==> src/rtl/hazard_scoreboard_pkg.sv <==
// hazard_scoreboard_pkg: shared types, codes and helpers for the Tuse/Tnew hazard scoreboard
package hazard_scoreboard_pkg;
    localparam logic [2:0] TUSE_NONE = 3'd5;
    localparam int TNEW_W = 2;
    localparam logic [1:0] FWD_RF = 2'd0;
    localparam logic [1:0] FWD_E = 2'd1;
    localparam logic [1:0] FWD_M = 2'd2;
    localparam logic [1:0] FWD_W = 2'd3;
    localparam logic [1:0] FWD_PIPE = 2'd0;
    localparam logic [1:0] FWD_E_M = 2'd1;
    localparam logic [1:0] FWD_E_W = 2'd2;
    localparam logic [1:0] FWD_M_W = 2'd2;

    typedef logic [TNEW_W-1:0] tnew_t;

    typedef struct packed {
        logic [4:0] dst;
        tnew_t      tnew;
        logic [4:0] rs;
        logic [4:0] rt;
    } stageEntry_t;

    localparam stageEntry_t BUBBLE = '0;

    function automatic tnew_t ageTnew(tnew_t t);
        return (t == '0) ? '0 : t - 1'b1;
    endfunction
endpackage

==> src/rtl/hazard_scoreboard_if.sv <==
// hazard_scoreboard_if: decode-side operand/Tuse/Tnew info in, stall and forward selects out
interface hazard_scoreboard_if;
    logic [4:0] d_rs;
    logic [4:0] d_rt;
    logic [2:0] d_tuse_rs;
    logic [2:0] d_tuse_rt;
    logic [4:0] d_regdst;
    logic [1:0] d_tnew;
    logic       d_is_md;
    logic       md_busy;
    logic       flush;
    logic       stall;
    logic [1:0] fwd_d_rs;
    logic [1:0] fwd_d_rt;
    logic [1:0] fwd_e_rs;
    logic [1:0] fwd_e_rt;
    logic [1:0] fwd_m_rt;

    modport master (
        output d_rs, d_rt, d_tuse_rs, d_tuse_rt, d_regdst, d_tnew, d_is_md, md_busy, flush,
        input  stall, fwd_d_rs, fwd_d_rt, fwd_e_rs, fwd_e_rt, fwd_m_rt
    );

    modport slave (
        input  d_rs, d_rt, d_tuse_rs, d_tuse_rt, d_regdst, d_tnew, d_is_md, md_busy, flush,
        output stall, fwd_d_rs, fwd_d_rt, fwd_e_rs, fwd_e_rt, fwd_m_rt
    );
endinterface

==> src/rtl/hazard_scoreboard_stage_reg.sv <==
// hazard_stage_reg: one pipeline stage of {dst,tnew,rs,rt} with saturating Tnew ageing and clear
module hazard_stage_reg
    import hazard_scoreboard_pkg::*;
(
    input  logic        clk,
    input  logic        reset,
    input  logic        clear,
    input  stageEntry_t din,
    output stageEntry_t q
);
    always_ff @(posedge clk) begin
        if (reset || clear) q <= BUBBLE;
        else q <= '{dst: din.dst, tnew: ageTnew(din.tnew), rs: din.rs, rt: din.rt};
    end
endmodule

==> src/rtl/hazard_scoreboard.sv <==
// hazard_scoreboard: D-stage stall and D/E/M forwarding selects from E/M/W destination tracking
module hazard_scoreboard
    import hazard_scoreboard_pkg::*;
(
    input logic clk,
    input logic reset,
    hazard_scoreboard_if.slave hz
);
    stageEntry_t eIn, eQ, mQ, wQ;
    logic stallRs, stallRt, stallMd, stallAny;
    logic unusedBits;

    function automatic logic hit(logic [4:0] dst, logic [4:0] r);
        return dst == r && r != 5'd0;
    endfunction

    function automatic logic needStall(logic [4:0] r, logic [2:0] tuse, stageEntry_t e, stageEntry_t m);
        tnew_t near = hit(e.dst, r) ? e.tnew : m.tnew;
        return tuse != TUSE_NONE && (hit(e.dst, r) || hit(m.dst, r)) && {1'b0, near} > tuse;
    endfunction

    // An older match behind a not-yet-ready nearer one is stale, so it is never chosen.
    function automatic logic [1:0] dFwd(logic [4:0] r, stageEntry_t e, stageEntry_t m, stageEntry_t w);
        return hit(e.dst, r) ? (e.tnew == '0 ? FWD_E : FWD_RF) :
               hit(m.dst, r) ? (m.tnew == '0 ? FWD_M : FWD_RF) :
               (hit(w.dst, r) && w.tnew == '0) ? FWD_W : FWD_RF;
    endfunction

    function automatic logic [1:0] eFwd(logic [4:0] r, stageEntry_t m, stageEntry_t w);
        return hit(m.dst, r) ? (m.tnew == '0 ? FWD_E_M : FWD_PIPE) :
               hit(w.dst, r) ? FWD_E_W : FWD_PIPE;
    endfunction

    assign stallRs = needStall(hz.d_rs, hz.d_tuse_rs, eQ, mQ);
    assign stallRt = needStall(hz.d_rt, hz.d_tuse_rt, eQ, mQ);
    assign stallMd = hz.d_is_md && hz.md_busy;
    assign stallAny = stallRs || stallRt || stallMd;
    assign hz.stall = stallAny && !hz.flush;
    assign hz.fwd_d_rs = dFwd(hz.d_rs, eQ, mQ, wQ);
    assign hz.fwd_d_rt = dFwd(hz.d_rt, eQ, mQ, wQ);
    assign hz.fwd_e_rs = eFwd(eQ.rs, mQ, wQ);
    assign hz.fwd_e_rt = eFwd(eQ.rt, mQ, wQ);
    assign hz.fwd_m_rt = hit(wQ.dst, mQ.rt) ? FWD_M_W : FWD_PIPE;
    assign eIn = stallAny ? BUBBLE : '{dst: hz.d_regdst, tnew: hz.d_tnew, rs: hz.d_rs, rt: hz.d_rt};
    assign unusedBits = ^{mQ.rs, wQ.rs, wQ.rt};

    // W is never cleared by flush: the M instruction has already committed its write.
    hazard_stage_reg eStage (.clk(clk), .reset(reset), .clear(hz.flush), .din(eIn), .q(eQ));
    hazard_stage_reg mStage (.clk(clk), .reset(reset), .clear(hz.flush), .din(eQ), .q(mQ));
    hazard_stage_reg wStage (.clk(clk), .reset(reset), .clear(1'b0), .din(mQ), .q(wQ));
endmodule
==> src/flat_wrapper.sv <==
// flat-port wrapper written by rule: the top's interface ports become plain ports
module hazard_scoreboard_flat import hazard_scoreboard_pkg::*;
  (clk, reset, hz_d_rs, hz_d_rt, hz_d_tuse_rs, hz_d_tuse_rt, hz_d_regdst, hz_d_tnew, hz_d_is_md, hz_md_busy, hz_flush, hz_stall, hz_fwd_d_rs, hz_fwd_d_rt, hz_fwd_e_rs, hz_fwd_e_rt, hz_fwd_m_rt);
  hazard_scoreboard_if hz_i ();
  input logic clk;
  input logic reset;
  input wire logic [$bits(hz_i.d_rs)-1:0] hz_d_rs;
  input wire logic [$bits(hz_i.d_rt)-1:0] hz_d_rt;
  input wire logic [$bits(hz_i.d_tuse_rs)-1:0] hz_d_tuse_rs;
  input wire logic [$bits(hz_i.d_tuse_rt)-1:0] hz_d_tuse_rt;
  input wire logic [$bits(hz_i.d_regdst)-1:0] hz_d_regdst;
  input wire logic [$bits(hz_i.d_tnew)-1:0] hz_d_tnew;
  input wire logic [$bits(hz_i.d_is_md)-1:0] hz_d_is_md;
  input wire logic [$bits(hz_i.md_busy)-1:0] hz_md_busy;
  input wire logic [$bits(hz_i.flush)-1:0] hz_flush;
  output wire logic [$bits(hz_i.stall)-1:0] hz_stall;
  output wire logic [$bits(hz_i.fwd_d_rs)-1:0] hz_fwd_d_rs;
  output wire logic [$bits(hz_i.fwd_d_rt)-1:0] hz_fwd_d_rt;
  output wire logic [$bits(hz_i.fwd_e_rs)-1:0] hz_fwd_e_rs;
  output wire logic [$bits(hz_i.fwd_e_rt)-1:0] hz_fwd_e_rt;
  output wire logic [$bits(hz_i.fwd_m_rt)-1:0] hz_fwd_m_rt;
  assign hz_i.d_rs = hz_d_rs;
  assign hz_i.d_rt = hz_d_rt;
  assign hz_i.d_tuse_rs = hz_d_tuse_rs;
  assign hz_i.d_tuse_rt = hz_d_tuse_rt;
  assign hz_i.d_regdst = hz_d_regdst;
  assign hz_i.d_tnew = hz_d_tnew;
  assign hz_i.d_is_md = hz_d_is_md;
  assign hz_i.md_busy = hz_md_busy;
  assign hz_i.flush = hz_flush;
  assign hz_stall = hz_i.stall;
  assign hz_fwd_d_rs = hz_i.fwd_d_rs;
  assign hz_fwd_d_rt = hz_i.fwd_d_rt;
  assign hz_fwd_e_rs = hz_i.fwd_e_rs;
  assign hz_fwd_e_rt = hz_i.fwd_e_rt;
  assign hz_fwd_m_rt = hz_i.fwd_m_rt;
  hazard_scoreboard u_core (.clk(clk), .reset(reset), .hz(hz_i));
endmodule
==> config.mk <==
export PLATFORM = sky130hd
export DESIGN_NAME = hazard_scoreboard_flat
export DESIGN_NICKNAME = d
export VERILOG_FILES = /design/src/rtl/hazard_scoreboard_pkg.sv /design/src/rtl/hazard_scoreboard_if.sv /design/src/rtl/hazard_scoreboard_stage_reg.sv /design/src/rtl/hazard_scoreboard.sv /design/src/flat_wrapper.sv
export SDC_FILE = /design/constraint.sdc
export NUM_CORES = 1
export LEC_CHECK = 0
export BUFFER_PORTS_ARGS = -buffer_cell sky130_fd_sc_hd__buf_2
export CAP_MARGIN = 20
export CORE_ASPECT_RATIO = 2
export CORE_UTILIZATION = 50
export DETAILED_ROUTE_END_ITERATION = 10
export GPL_TIMING_DRIVEN = 0
export PLACE_DENSITY = 0.76
export SLEW_MARGIN = 30
export SYNTH_ARGS = -nofsm -noshare
export SYNTH_HDL_FRONTEND = slang
export SYNTH_SLANG_ARGS = --single-unit
export TNS_END_PERCENT = 20
==> constraint.sdc <==
create_clock -name clk -period 3.3 [get_ports clk]
set_clock_uncertainty 0.15 [all_clocks]
set_input_delay 0.33 -clock clk [delete_from_list [all_inputs] [get_ports clk]]
set_output_delay 0.33 -clock clk [all_outputs]
set_load 0.01 [all_outputs]
==> flow_metrics.tcl, run 1 <==
set metrics [dict create \
    core_area_mm2 0.00405 \
    dp_hpwl_um 3940 \
    final_cell_mix "buf_2, dfxtp_1, xnor2_1" \
    crit_slowest_cell "nor4_4" \
    cp_max_fo 8 \
    timing.final.hold_violations 0 \
    critical-path-top-delay-family "simple AND/OR/NAND/NOR gates" \
    fp-row-count 33 \
    cp_data_required_time_ps 3360 \
    gp_congestion 0.884 \
    cts_hold_buf 0 \
    setup.worst_path.end_class "register" \
    drtIter0Drc 50 \
    post-route-drc-count 0 \
    synth.distinct_cells 33 \
    critPathBufInv 1 \
    synth_cells 244 \
    worstHoldStart "hz_d_regdst[0]" \
    firstDrtPassIters 4 \
    post-route-period-util_pct 97.9 \
    io_pins 39 \
    grt_pass1_wl_um 8130 \
    cts.sinks 36 \
    io_buffers 35 \
    synth-seq-cells 36 \
    r2r_slack_ps 70 \
    critical_path_class "register to register" \
    routedWlPerCell_um 15.0 \
    fin_crit_ps 3230 \
    netlist_area_mm2 0.00210 \
    yosysSeqAreaShare_pct 34.4 \
    cts_tree "yes" \
    dieHeight_um 93.6 \
    startpoint_type "register" \
    nets 323 \
    pre_cts_slack_ps -545 \
    diodes 0 \
    status "finished, final reports clean" \
    die_area_mm2 0.00447 \
    die-width_um 47.8 \
    drv_cap 0 \
    setup_viol_count_final 0 \
    fin_cells 341 \
    dominantRegCellSynth "dfxtp_1" \
    clockBufferDepth 2 \
    insertion_delay_ps 290 \
    clkTransAtPathRegs_ps 70 \
    area_delta_synth_final_pct 21.8 \
    ys_async_sr_fraction_pct 0 \
    root_buffer "clkbuf_8" \
    start_util_pct 51.8 \
    antenna_found_initial 0 \
    h-tree-depth 2 \
    tns_ps 0 \
    grtUsageTotal_pct 26.0 \
    r2r_end "u_core.eStage.q[11]" \
    r2r.worst_path.cells 12 \
    yosys_warnings 0 \
    drtAntennaViolNets 0 \
    drive_above_1_share_pct 24.2 \
    leakagePower_nw 1.10 \
    grt_pass1_vias 1858 \
    synth.net_count 279 \
    slew_viol_final 0 \
    path_common_cell "ha_1" \
    crit_arrival_ps 3290 \
    peakVddDrop_uv 383 \
    max_freq_mhz 309 \
    placedCellCount 331 \
    viasPerCell 5.45 \
    hold_class "input pin to register" \
    worstHoldEndpoint "u_core.eStage.q[12]" \
    p_per_area_mw_per_mm2 368 \
    grt_max_degree 11 \
    r2r_start "u_core.eStage.q[12]" \
    rsz0062_at_grt "yes" \
    numCtsBuffers 5 \
    post-route-util_pct 63.1 \
    crit_chain "xnor2_2, nand3_2, nor4_4, mux2i_1, ha_1, a21oi_2, a2111oi_4, o21a_1, buf_6, or3_1, ha_1, nor4_1" \
    via_count 1857 \
    setup_ws_ps 67.9 \
    crit_cells 12 \
    grt_overflow 0 \
    whs_ps 91.9 \
    wirelength_um 5110 \
    final_common_cell "buf_2" \
    min_path_cells 3 \
    postSynthAreaPerCell_um2 8.59 \
    synth_edf_count 0 \
    cpPeakStageDelay_ps 360 \
]
## stage by stage
step / power [mW] / area (um2)
2_1_floorplan: 0.560 / 2100
3_3_place_gp: 0.609 / 2340
3_5_place_dp: 0.614 / 2340
4_1_cts: 0.931 / 2480
5_1_grt: 0.980 / 2550
6_report: 0.941 / 2550
## synthesized netlist by cell type (all sizes together) (6+ instances only)
cell type | count | share of area (%)
nand3 | 6 | 1.4
ha | 7 | 4.2
nor3 | 23 | 5.5
nor4 | 10 | 3.0
xnor2 | 32 | 13
or4 | 8 | 2.9
dfxtp | 36 | 34
mux2i | 6 | 2.9
nand2 | 19 | 3.4
and2 | 13 | 3.9
xor2 | 22 | 9.2
inv | 9 | 1.6
clkbuf | 16 | 3.5
nor2 | 7 | 1.4
## layer usage
layer	part of all wire, %	track usage, %
met3	3.6	5.98
met4	4.8	17.6
met1	36	24.9
met5	0	0
met2	55	44.7
## worst reg2reg max path, stage by stage, from the launching register on
cell and delay [ps]:
dfxtp_2 350, xnor2_2 160, nand3_2 160, nor4_4 360
mux2i_1 250, ha_1 300, a21oi_2 210, a2111oi_4 50
o21a_1 120, buf_6 140, or3_1 370, ha_1 280
nor4_1 250
## sequential cells by signal, indices dropped and copies added (netlist names)
register and count:
u_core.eStage.q 17, u_core.wStage.q 7, u_core.mStage.q 12
## repair_timing
action                                 in CTS  in global routing
endpoints found under the hold margin       0                  0
cloned                                      0                  0
setup buffers                               1                  1
setup endpoints to repair                  13                  3
pin swaps                                   2                  5
gates resized for setup                     7                 16
## final cells by class
class                      count  area [um2]
buffer                        20         105
clock buffer                   8        90.1
fill                         403        1490
inverter                       9        33.8
multi-input combinational    179        1350
sequential                    36         724
tap                           52        65.1
timing repair buffer          37         190
## kinds of logic after synthesis
logic type	share of synthesized area [%]
AND/OR/NAND/NOR	25.2
XOR/XNOR	22.6
flip-flops	34.4
buffers and inverters	6.62
AO/OA/AOI/OAI	4.06
adder cells (fa/ha/maj)	4.18
multiplexers	2.86
other	0.179
## how the worst max path moves through the flow
stage	startpoint	endpoint	slack, ps
finish	u_core.eStage.q[12]	u_core.eStage.q[11]	70
global route	u_core.eStage.q[16]	hz_stall	-90
CTS	u_core.eStage.q[16]	hz_stall	10
detailed placement	hz_d_rs[1]	u_core.eStage.q[11]	-540
global placement	hz_d_rs[0]	u_core.eStage.q[11]	-460
floorplan	hz_d_rs[2]	u_core.eStage.q[11]	40
## where the power goes
part / internal [mW] / switching [mW]
clock network: 0.170 / 0.148
registers: 0.447 / 0.0105
logic: 0.0754 / 0.0902
total: 0.692 / 0.248
Note: power is estimated with default switching activity, not from simulation.
==> inputs of run 2 (changes only) <==
--- a/config.mk
+++ b/config.mk
@@ -7,7 +7,6 @@
 export LEC_CHECK = 0
 export BUFFER_PORTS_ARGS = -buffer_cell sky130_fd_sc_hd__buf_2
 export CAP_MARGIN = 20
-export CORE_ASPECT_RATIO = 2
 export CORE_UTILIZATION = 50
 export DETAILED_ROUTE_END_ITERATION = 10
 export GPL_TIMING_DRIVEN = 0
==> flow_metrics.tcl, run 2 (synthesis results as in run 1) <==
set metrics [dict create \
    clkTransAtPathRegs_ps 70 \
    r2r_slack_ps 60 \
    p_per_area_mw_per_mm2 379 \
    worstHoldEndpoint "u_core.eStage.q[15]" \
    netSwitchingPower_mw 0.261 \
    gp_congestion 0.871 \
    intPower_mw 0.752 \
    r2r.worst_path.cells 13 \
    via_count 1843 \
    final_cell_mix "buf_2, dfxtp_1, xnor2_1" \
    p_total_mw 1.01 \
    power_frac_seq_pct 45.1 \
    peakVddDrop_uv 306 \
    leakagePower_nw 1.16 \
    post-route-drc-count 0 \
    slew_viol_final 0 \
    regMostFlops "u_core.eStage.q" \
    timing.final.hold_violations 0 \
    post_dp_cell_area_mm2 0.00234 \
    grt_pass1_vias 1683 \
    grt_overflow 0 \
    insertion_delay_ps 290 \
    dp_hpwl_um 3610 \
    setup.worst_path.end_class "primary output" \
    cpPeakStageDelay_ps 560 \
    area_delta_synth_final_pct 27.4 \
    diodes 0 \
    io_buffers 35 \
    setup_ws_ps 17.7 \
    postLayoutCellArea_mm2 0.00267 \
    clkPwrFrac_pct 37.3 \
    cts.sinks 36 \
    dieHeight_um 66.8 \
    core_area_mm2 0.00400 \
    status "finished, final reports clean" \
    post-route-util_pct 66.8 \
    hold_class "input pin to register" \
    path_common_cell "buf_4" \
    nets 329 \
    post-route-period-util_pct 99.5 \
    drtIter0Drc 76 \
    grt_pass1_wl_um 7650 \
    r2r_end "u_core.eStage.q[11]" \
    firstDrtPassIters 4 \
    drtAntennaViolNets 0 \
    largest_reg_flops 17 \
    cp_data_required_time_ps 2820 \
    critical_path_class "input pin to primary output" \
    grtUsageTotal_pct 23.9 \
    viasPerCell 5.34 \
    worstHoldStart "hz_d_regdst[3]" \
    start_util_pct 52.4 \
    max_freq_mhz 305 \
    cts_tree "yes" \
    drv_cap 0 \
    final_common_cell "buf_2" \
    power_frac_comb_pct 17.6 \
    root_buffer "clkbuf_8" \
    crit_chain "buf_4, or4_4, nor2_4, nor4_4, buf_4, mux2i_2, ha_1, a2111oi_4, o21ai_2, a31oi_1, buf_2" \
    drive_above_1_share_pct 29.2 \
    timing.slew.headroom_pct 60.4 \
    crit_arrival_ps 2800 \
    routedWlPerCell_um 15.6 \
    grt_max_degree 12 \
    crit_slowest_cell "or4_4" \
    h-tree-depth 2 \
    cts_hold_buf 0 \
    die-width_um 66.8 \
    worst_pin_slew_ps 589 \
    fin_crit_ps 3280 \
    setup_viol_count_final 0 \
    io_pins 39 \
    clockBufferDepth 2 \
    wirelength_um 5370 \
    cp_max_fo 5 \
    fp-row-count 23 \
    min_path_cells 3 \
    startpoint_type "input pin" \
    antenna_found_initial 0 \
    die_area_mm2 0.00446 \
    r2r_start "u_core.eStage.q[13]" \
    tns_ps 0 \
    largest_registers "u_core.eStage.q x17, u_core.mStage.q x12, u_core.wStage.q x7" \
    numCtsBuffers 5 \
    swShare_pct 25.7 \
    pre_cts_slack_ps -672 \
]
==> run 2: cell types whose count changed in the layout (fill, tap and decap cells not counted), moves of 2 or more <==
cell     delta
buf_2       -2
dfxtp_1     -2
xnor2_1     -2
buf_4       +7
o21ai_2     +2
o21ai_1     -2
xnor2_2     +2
==> run 2: worst max path at each step <==
stage / start / end / slack [ps] / cells after the start
after global placement: hz_d_rs[0] / u_core.eStage.q[11] / -610 / 12
after global routing: u_core.eStage.q[14] / hz_stall / -90 / 9
after detailed placement: hz_d_rs[0] / u_core.eStage.q[11] / -670 / 12
after floorplan: hz_d_rs[2] / u_core.eStage.q[11] / 40 / 12
after CTS: u_core.eStage.q[12] / u_core.eStage.q[11] / 6 / 12
final: hz_d_rs[1] / hz_stall / 20 / 11
==> run 2: cell type report <==
class                           instances  area (um2)
Fill cell                             320        1330
Sequential cell                        36         729
Buffer                                 20         105
Timing Repair Buffer                   43         240
Inverter                                9        33.8
Clock inverter                          2        35.0
Multi-Input combinational cell        179        1390
Clock buffer                            6        72.6
Tap cell                               50        62.6
==> run 2: what timing repair did <==
| item | in CTS | in global routing |
|---|---|---|
| setup endpoints to repair | 18 | 3 |
| pin swaps | 2 | 18 |
| gates resized for setup | 11 | 26 |
| setup buffers | 1 | 7 |
==> run 2: routing by layer <==
layer,wire [um],global-route usage (%),vias to the layer above
met1,2250,27.8,853
met4,91,6.38,0
met5,0,0,-
li1,-,-,918
met2,2740,43.2,60
met3,299,5.65,12
==> run 2: power by group through the flow <==
stage / logic, mW / registers [mW] / clock network [mW]
CTS: 0.156 / 0.456 / 0.380
finish: 0.178 / 0.457 / 0.378
global placement: 0.142 / 0.466 / 0
global route: 0.194 / 0.458 / 0.395
floorplan: 0.0961 / 0.464 / 0
detailed placement: 0.146 / 0.466 / 0
==> run 2: worst max-delay path, delay by kind of cell <==
family	cells	cell delay, ps
AOI/OAI and AO/OA	3	740
and+or+nand+nor	3	780
adders and majority gates	1	330
buffers and inverters	3	470
muxes	1	150
==> run 2: metrics by stage <==
step,hold slack [ps],instances
floorplan,257,244
global placement,319,329
detailed placement,319,329
CTS,98.6,338
global route,107,345
finish,95.7,345
==> inputs of run 3 (changes only) <==
--- a/config.mk
+++ b/config.mk
@@ -7,10 +7,11 @@
 export LEC_CHECK = 0
 export BUFFER_PORTS_ARGS = -buffer_cell sky130_fd_sc_hd__buf_2
 export CAP_MARGIN = 20
-export CORE_UTILIZATION = 50
+export CORE_UTILIZATION = 55
+export CTS_CLUSTER_DIAMETER = 80
 export DETAILED_ROUTE_END_ITERATION = 10
 export GPL_TIMING_DRIVEN = 0
-export PLACE_DENSITY = 0.76
+export PLACE_DENSITY = 0.79
 export SLEW_MARGIN = 30
 export SYNTH_ARGS = -nofsm -noshare
 export SYNTH_HDL_FRONTEND = slang
==> constraint.sdc (replaced) <==
create_clock -name clk -period 3.6 [get_ports clk]
set_clock_uncertainty 0.15 [all_clocks]
set_input_delay 0.36 -clock clk [delete_from_list [all_inputs] [get_ports clk]]
set_output_delay 0.36 -clock clk [all_outputs]
set_load 0.01 [all_outputs]
==> flow_metrics.tcl, run 3 (synthesis results as in run 1) <==
set metrics [dict create \
    grt_overflow 0 \
    area_delta_synth_final_pct 18.7 \
    postLayoutCellArea_mm2 0.00249 \
    io_buffers 35 \
    cts_hold_buf 0 \
    viasPerCell 5.35 \
    gp_congestion 0.867 \
    critical_path_class "input pin to primary output" \
    cp_data_required_time_ps 3090 \
    hold_class "input pin to register" \
    rsz0062_at_grt "no" \
    root_buffer "clkbuf_8" \
    setup_viol_count_final 0 \
    core_area_mm2 0.00366 \
    crit_slowest_cell "or4_1" \
    r2r_slack_ps 330 \
    drive_above_1_share_pct 20.5 \
    cpPeakStageDelay_ps 540 \
    routedWlPerCell_um 14.1 \
    clockBufferDepth 2 \
    power_frac_comb_pct 15.4 \
    critical-path-top-delay-family "compound AO/OA/AOI/OAI gates" \
    crit_chain "buf_2, or4_1, nor2_2, nor4_4, mux2i_1, ha_1, a21oi_1, a2111oi_1, o21ai_0, a31oi_1, buf_2" \
    regMostFlops "u_core.eStage.q" \
    swShare_pct 25.8 \
    drtAntennaViolNets 0 \
    power_frac_seq_pct 45.8 \
    grt_pass1_wl_um 7910 \
    peakVddDrop_uv 320 \
    crit_arrival_ps 2920 \
    max_freq_mhz 292 \
    die_area_mm2 0.00406 \
    fillerInstances 306 \
    cts.sinks 36 \
    cp_max_fo 5 \
    leakagePower_nw 1.08 \
    clkTransAtPathRegs_ps 70 \
    setup_ws_ps 173 \
    tns_ps 0 \
    via_count 1799 \
    critPathBufInv 2 \
    pre_cts_slack_ps -234 \
    intPower_mw 0.678 \
    netSwitchingPower_mw 0.236 \
    nets 322 \
    slew_viol_final 0 \
    grtUsageTotal_pct 26.1 \
    drtIter0Drc 68 \
    die-width_um 63.7 \
    dp_hpwl_um 3490 \
    status "finished, final reports clean" \
    setup.worst_path.end_class "primary output" \
    timing.final.hold_violations 0 \
    drv_cap 0 \
    post_dp_cell_area_mm2 0.00233 \
    post-route-drc-count 0 \
    insertion_delay_ps 300 \
    path_common_cell "buf_2" \
    largest_reg_flops 17 \
    final_cell_mix "buf_2, dfxtp_1, xnor2_1" \
    numCtsBuffers 5 \
    h-tree-depth 2 \
    post-route-period-util_pct 95.2 \
    multi_input_area_mm2 0.00128 \
    startpoint_type "input pin" \
    r2r_start "u_core.eStage.q[16]" \
    io_pins 39 \
    regArea_um2 721 \
    dieHeight_um 63.7 \
    firstDrtPassIters 4 \
    grt_max_degree 13 \
    wirelength_um 4740 \
    p_total_mw 0.914 \
    clkPwrFrac_pct 38.8 \
    antenna_found_initial 0 \
    fin_crit_ps 3430 \
    grt_pass1_vias 1681 \
    start_util_pct 57.3 \
    cts_tree "yes" \
    p_per_area_mw_per_mm2 367 \
    startpoint "hz_d_rt[1]" \
    worstHoldStart "hz_d_regdst[4]" \
    fp-row-count 22 \
    largest_registers "u_core.eStage.q x17, u_core.mStage.q x12, u_core.wStage.q x7" \
    diodes 0 \
]
==> run 3: worst min-delay path, stage by stage <==
cell and delay, ps:
buf_2 90, nand2_1 50, nor3_1 30
==> run 3: repair_timing <==
| item | CTS | global route |
|---|---|---|
| hold endpoints to repair | 0 | 0 |
| gates resized for setup | 4 | 3 |
| setup buffers | 0 | 1 |
| cloned | 0 | 0 |
| pin swaps | 0 | 1 |
| setup endpoints to repair | 2 | 2 |
==> run 3: worst paths after layout <==
path	to	cells past startpoint
worst max-delay path	hz_stall	11
worst min-delay path	u_core.eStage.q[16]	3
worst max register to register	u_core.eStage.q[11]	12
worst min register to register	u_core.wStage.q[10]	1
==> run 3: power by group through the flow <==
stage / logic, mW / registers (mW) / clock network [mW]
after floorplan: 0.0875 / 0.425 / 0
after global placement: 0.128 / 0.427 / 0
after detailed placement: 0.132 / 0.428 / 0
after CTS: 0.137 / 0.418 / 0.355
after global routing: 0.156 / 0.420 / 0.375
final: 0.141 / 0.419 / 0.355
==> run 3: final cells by class <==
cell class | count | share of cell area, %
Sequential cell | 36 | 28.9
Multi-Input combinational cell | 179 | 51.3
Tap cell | 48 | 2.41
Inverter | 9 | 1.36
Buffer | 20 | 4.22
Timing Repair Buffer | 36 | 7.34
Clock inverter | 3 | 1.71
Clock buffer | 5 | 2.76
==> run 3: per-layer routing <==
metal | part of all wire [%] | global-route usage (%) | vias to the layer above
met4 | 1.6 | 11.4 | 0
met2 | 48 | 42.0 | 51
li1 | - | - | 904
met5 | 0 | 0 | -
met1 | 46 | 34.1 | 837
met3 | 4.6 | 4.82 | 7
==> run 3: through the flow <==
step | utilization [%] | cells | hold slack, ps
6_report | 68.0 | 336 | 130
5_1_grt | 68.0 | 336 | 129
4_1_cts | 67.4 | 335 | 129
3_5_place_dp | 63.7 | 327 | 340
3_3_place_gp | 63.7 | 327 | 340
2_1_floorplan | - | 244 | 287
